`src/rtl/power_sequencer.sv`:
```
// Power-down / power-up sequencer for the switchable MIPS core domain.
// Moore FSM with one shared down-counter timing every dwell and ack wait.
module power_sequencer #(
   parameter int ISO_SETUP   = 2,
   parameter int SAVE_CYCLES = 3,
   parameter int ACK_TIMEOUT = 8
) (
   input  logic       clk,
   input  logic       reset_n,
   input  logic       sw_ctrl_net,
   input  logic       sw_ack,
   output logic       sw_enable,
   output logic       iso_enable,
   output logic       clk_en,
   output logic       save,
   output logic       restore,
   output logic       busy,
   output logic       pwr_err,
   output logic [3:0] pwr_state
);

   localparam int MAX_A = (ISO_SETUP > SAVE_CYCLES) ? ISO_SETUP : SAVE_CYCLES;
   localparam int MAX_C = (MAX_A > ACK_TIMEOUT) ? MAX_A : ACK_TIMEOUT;
   localparam int CW    = (MAX_C > 1) ? $clog2(MAX_C) : 1;

   typedef enum logic [3:0] {
      S_ON      = 4'd0,
      S_CLK_OFF = 4'd1,
      S_ISO     = 4'd2,
      S_SAVE    = 4'd3,
      S_PWR_DN  = 4'd4,
      S_OFF     = 4'd5,
      S_PWR_UP  = 4'd6,
      S_RESTORE = 4'd7,
      S_DEISO   = 4'd8
   } state_t;

   state_t        state_q, state_d;
   logic [CW-1:0] cnt_q, cnt_d;
   logic          err_q, err_d;

   always_ff @(posedge clk or negedge reset_n) begin
      if (!reset_n) begin
         state_q <= S_ON;
         cnt_q   <= '0;
         err_q   <= 1'b0;
      end else begin
         state_q <= state_d;
         cnt_q   <= cnt_d;
         err_q   <= err_d;
      end
   end

   always_comb begin
      state_d = state_q;
      err_d   = err_q;
      case (state_q)
         S_ON:      if (sw_ctrl_net) state_d = S_CLK_OFF;
         S_CLK_OFF: state_d = sw_ctrl_net ? S_ISO : S_ON;
         S_ISO: begin
            if (!sw_ctrl_net)     state_d = S_DEISO;
            else if (cnt_q == '0) state_d = S_SAVE;
         end
         S_SAVE: begin
            if (!sw_ctrl_net)     state_d = S_DEISO;
            else if (cnt_q == '0) state_d = S_PWR_DN;
         end
         S_PWR_DN: begin
            if (!sw_ack) begin
               state_d = S_OFF;
            end else if (cnt_q == '0) begin
               state_d = S_PWR_UP;
               err_d   = 1'b1;
            end
         end
         S_OFF:     if (!sw_ctrl_net) state_d = S_PWR_UP;
         // Without an ack the domain is unpowered, so keep waiting forever.
         S_PWR_UP: begin
            if (sw_ack)           state_d = S_RESTORE;
            else if (cnt_q == '0) err_d   = 1'b1;
         end
         S_RESTORE: if (cnt_q == '0) state_d = S_DEISO;
         S_DEISO:   if (cnt_q == '0) state_d = S_ON;
         default:   state_d = S_ON;
      endcase
   end

   always_comb begin
      cnt_d = cnt_q;
      if (state_d != state_q) begin
         case (state_d)
            S_ISO, S_DEISO:     cnt_d = CW'(ISO_SETUP - 1);
            S_SAVE, S_RESTORE:  cnt_d = CW'(SAVE_CYCLES - 1);
            S_PWR_DN, S_PWR_UP: cnt_d = CW'(ACK_TIMEOUT - 1);
            default:            cnt_d = '0;
         endcase
      end else if (cnt_q != '0) begin
         cnt_d = cnt_q - CW'(1);
      end
   end

   always_comb begin
      sw_enable  = 1'b1;
      iso_enable = 1'b0;
      clk_en     = 1'b0;
      save       = 1'b0;
      restore    = 1'b0;
      case (state_q)
         S_ON:      clk_en = 1'b1;
         S_CLK_OFF: ;
         S_ISO:     iso_enable = 1'b1;
         S_SAVE: begin
            iso_enable = 1'b1;
            save       = 1'b1;
         end
         S_PWR_DN, S_OFF: begin
            sw_enable  = 1'b0;
            iso_enable = 1'b1;
         end
         S_PWR_UP:  iso_enable = 1'b1;
         S_RESTORE: begin
            iso_enable = 1'b1;
            restore    = 1'b1;
         end
         S_DEISO:   ;
         default:   clk_en = 1'b1;
      endcase
   end

   assign busy      = (state_q != S_ON) && (state_q != S_OFF);
   assign pwr_err   = err_q;
   assign pwr_state = state_q;

endmodule

```
`config.mk`:
```
export PLATFORM = sky130hd
export DESIGN_NAME = power_sequencer
export DESIGN_NICKNAME = d
export VERILOG_FILES = /design/src/rtl/power_sequencer.sv
export SDC_FILE = /design/constraint.sdc
export NUM_CORES = 1
export LEC_CHECK = 0
export ABC_CLOCK_PERIOD_IN_PS = 5690
export CORE_MARGIN = 3
export CORE_UTILIZATION = 35
export DETAILED_ROUTE_END_ITERATION = 16
export DONT_BUFFER_PORTS = 1
export GPL_ROUTABILITY_DRIVEN = 0
export PLACE_DENSITY_LB_ADDON = 0.1
export SLEW_MARGIN = 15
export SYNTH_ARGS = -nofsm -noshare
export SYNTH_HDL_FRONTEND = slang
export SYNTH_SLANG_ARGS = --single-unit
```
`constraint.sdc`:
```
create_clock -name clk -period 5.69 [get_ports clk]
set_input_delay 1.138 -clock clk [delete_from_list [all_inputs] [get_ports clk]]
set_output_delay 1.138 -clock clk [all_outputs]
set_load 0.01 [all_outputs]
```
==> Yosys cells after proc, flatten, opt, wreduce, memory -nomap -nowiden <==
Cells that the tools add are included.
{ "totals": {"reg_bits": 8, "latchBits": 0, "ram_bits": 0, "romBits": 0, "in_bits": 4, "output_inout_bits": 11, "wordCells": 61, "memories": 0} }
{ "op_classes": {"add_sub_neg": 1, "mul": 0, "div": 0, "n_lt_le_gt_ge": 0, "eq_ne": 18, "shifts": 0, "n_mux": 25, "bitwise": 0, "reduce_logical": 14} }
{ "op_table": {"columns": ["operator", "count"], "rows": [
  ["4-bit 2-to-1 mux", 11],
  ["4-bit case mux with 9 select lines", 1],
  ["4-bit by 3-bit equality test with 1-bit output, second input constant", 7],
  ["4-bit by 2-bit equality test with 1-bit output, second input constant", 4],
  ["3-bit case mux with 3 select lines", 1],
  ["4-bit equality test, second input constant", 2],
  ["1-bit 2-to-1 mux", 8],
  ["2-bit OR reduction", 4],
  ["8-bit OR reduction", 1],
  ["3-bit 2-to-1 mux", 2],
  ["6-bit OR reduction", 1],
  ["4-bit by 1-bit equality test with 1-bit output, second input constant", 1],
  ["4-bit zero test", 1],
  ["2-bit inequality test, second input constant", 2],
  ["4-bit by 3-bit inequality test with 1-bit output, second input constant", 1],
  ["4-bit inequality test", 1],
  ["2-bit nonzero test", 2],
  ["4-bit nonzero test", 1],
  ["3-bit zero test", 1],
  ["3-bit AND reduction", 1],
  ["3-bit nonzero test", 1],
  ["3-bit by 1-bit subtractor with 3-bit output, second input constant", 1],
  ["2-bit 2-to-1 mux", 1],
  ["1-bit case mux with 2 select lines", 1],
  ["1-bit logical AND", 1]
]} }

==> Longest topological paths before layout <==
{ "depth": {"word_depth": 8, "mapped_depth": 9, "ltp_nobuf": 8} }

==> Least setup slack after synthesis <==
No wires, ideal clock.
{ "synth_path": {"path_kind": "register to output", "startpoint": "reg state_q[0], in the netlist pwr_state[0]", "endpoint": "out busy", "t_arrival_ps": 1252, "t_required_ps": 4552, "slack_ps": 3300, "stages_incl_launch_ff": 5, "path_buffers": 2, "path_cell_list": "dfrtp_1 > buf_6 > clkbuf_1 > xor2_1 > or3_1"} }
{ "synth_via": {"elab_chain_cells": 2, "word_cells_on_any_way": 3, "classes_between": "eq/ne (1); reduce/logical (2)"} }
{ "synth_rtl": {"columns": ["item", "line", "rtl"], "rows": [
  ["from (decl)", "38", "state_t state_q, state_d;"],
  ["from (signal assigned)", "48", "state_q <= state_d;"],
  ["4-bit by 3-bit inequality test with 1-bit output / 4-bit nonzero test (equally long branches)", "130", "assign busy = (state_q != S_ON) && (state_q != S_OFF);"],
  ["1-bit logical AND *", "130", null],
  ["to (decl)", "17", "output logic busy,"]
]} }
Every way passes the cells marked *; elsewhere a longest branch is shown, timed or not.

==> Final worst setup path <==
Same ends and word-level chain as after synthesis.

==> impl_metrics.toml <==
[setup_path]
worstPathArrival_ns = 1.54
critical_path.top_delay_family = "flip-flops"
crit_fanout = 22
path_buf_inv = 0
start_kind = "flop"
cpMaxStageDelayCell = "dfrtp_1"
worstSetupPathType = "flop to output port"
endpoint_kind = "output port"
required_ns = 4.55
cp_slowest_stage_delay_ns = 0.78
path_cells = "xor2_1 -> or3_1"

[clocking]
cts.htree.levels = 1
cts_tree = "yes"
cts-root-buf = "clkbuf_4"
clock_path_buffers = 2
holdBufCountCts = 0
insertion_delay_ns = 0.25
post-cts-setup-buffers = 0
cts_made_buffers = 3
clkSlewWorstSetupHoldPaths_ns = 0.05
cts_resized = 0
cts_sinks = 8

[min_path]
hp-class = "flop to flop"

[logic_synthesis]
synth_compound_area_share_pct = 26.2
netlist_top_cells_count = "dfrtp_1, nand2_1, nor2_1, o21ai_0"
postSynthCellCount = 87
synth.distinct_cells = 42
synth_simple_gate_area_share_pct = 24.3
synthArstFlopShare_pct = 100
muxShareOfSynthArea_pct = 2.75
yosys-top-cells-area = "dfrtp_1, xor2_1, buf_6, o21ai_0, a21oi_1"
synth_edf_count = 0
synth_top_family_by_area = "compound AO/OA/AOI/OAI gates"
yosys.area.top_type_share_pct = 27.5
synth_most_common_cell = "dfrtp_1"
ys.flop_type = "dfrtp_1"
synth_seq_cells = 8
syn_area_per_cell_um2 = 8.36
yosysTopAreaCell = "dfrtp_1"
seq_area_frac_synth_pct = 27.5
yosys.area_share.adder_pct = 3.44
synth_nets = 93
ys_warn_count = 0
syn_area_um2 = 727
synth-xor-area-share_pct = 6.02

[die]
die_h_um = 51.6
dieArea_mm2 = 0.00266
dieWidth_um = 51.6
io_pins = 15
core_area_mm2 = 0.00184
rows = 15
start_util_pct = 39.5

[finish]
final.fill_count = 215
fin_nets = 91
drive_gt1_share_pct = 10.8
diodes = 0
syn2layout_area_growth_pct = 0.172

[drt]
drt_pass1_iterations = 4
wire_per_inst_um = 15.6
vias = 621
drt_first_iter_violations = 17
wirelength_um = 1690
viasPerCell = 5.75
ant_nets = 0
drc = 0

[job]
cap_violations = 0

[sta]
timing.final.max_slew_violations = 0
finalCritPeriodShare_pct = 47.1
skew_ns = 0.00522
hold_violations = 0
setup_tns_ns = 0
tightest_slew_ns = 0.684
max_freq_ghz = 0.373
min_period_ns = 2.68
setup_viol = 0
relSlewSlack_pct = 54.4
grt_setup_unrepaired = "false"

[placed_design]
port_buffers = 0
hpwl_um = 1170

[global_routing]
gr-total-overflow = 0
grtUsageMet3_pct = 5.16
grt_pass1_vias = 597
antenna_found_initial = 0
grt_max_degree = 23
grt_first_pass_wirelength_um = 2900
grt_use_total_pct = 14.8
busiest_layer = "met1"
use_met2_pct = 19.1
grt.met1_usage_pct = 20.3

[status]
outcome = "completed"

[power_and_ir_drop]
power.total_uw = 434
p_leak_nw = 0.320
max-vdd-ir-drop_v = 0.000201
p_per_area_mw_per_mm2 = 596
==> metal layers <==
layer  vias up  part of all wire, %
li1        309                    -
met2        15                   44
met3         4                  7.4
met5         -                    0
met1       293                   47
met4         0                  2.0
==> sequential cells by signal (all words and copies together), names as in the netlist <==
name	count
pwr_err	1
pwr_state	4
cnt_q	3
==> worst paths after layout <==
| kind | from | to | slack [ns] | depth (start not counted) |
|---|---|---|---|---|
| worst max register to register | cnt_q[0] | cnt_q[2] | 3.33 | 8 |
| worst min register to register | pwr_err | pwr_err | 0.55 | 1 |
| max in group asynchronous | reset_n | pwr_state[1] | 5.04 | 0 |
| worst min-delay path | pwr_err | pwr_err | 0.55 | 1 |
| worst max-delay path | pwr_state[0] | busy | 3.01 | 2 |
| min in group asynchronous | reset_n | cnt_q[2] | 0.58 | 0 |
==> kinds of logic after synthesis <==
family | after synthesis
AND/OR/NAND/NOR | 31
adder cells (fa/ha/maj) | 2
multiplexers | 2
buffers and inverters | 12
XOR/XNOR | 5
AO/OA/AOI/OAI | 27
flip-flops | 8
==> power by group <==
part           internal, mW  switching (mW)
clock network        0.0241          0.0186
registers            0.0784          0.0661
logic                 0.110           0.136
==> per-stage QoR <==
| stage | hold slack, ns | cells | setup WS, ns | instance area, um^2 | utilization, % |
|---|---|---|---|---|---|
| finish | 0.554 | 108 | 3.01 | 728 | 39.6 |
| global route | 0.555 | 108 | 2.92 | 728 | 39.6 |
| CTS | 0.559 | 108 | 3.00 | 728 | 39.6 |
| detailed placement | 0.549 | 105 | 3.23 | 706 | 38.4 |
| global placement | 0.545 | 105 | 3.22 | 706 | 38.4 |
| floorplan | 0.512 | 87 | 3.30 | 727 | - |
==> layout by cell type (no fill, tap or decap), types with 3 or more instances in the layout <==
master | Yosys | layout
a21oi_1 | 5 | 5
dfrtp_1 | 8 | 8
nor2_1 | 6 | 6
o21ai_0 | 6 | 6
inv_1 | 5 | 5
xor2_1 | 4 | 4
clkbuf_4 | 0 | 3
nand2_1 | 6 | 6
==> layout make-up <==
class	count	area, um^2	area share, %
inverter	5	18.8	2.58
tap	25	31.3	4.30
clock buffer	3	22.5	3.09
multi-input combinational	67	455	62.5
sequential	8	200	27.5
No activity file was read; power rests on OpenSTA's default activity.
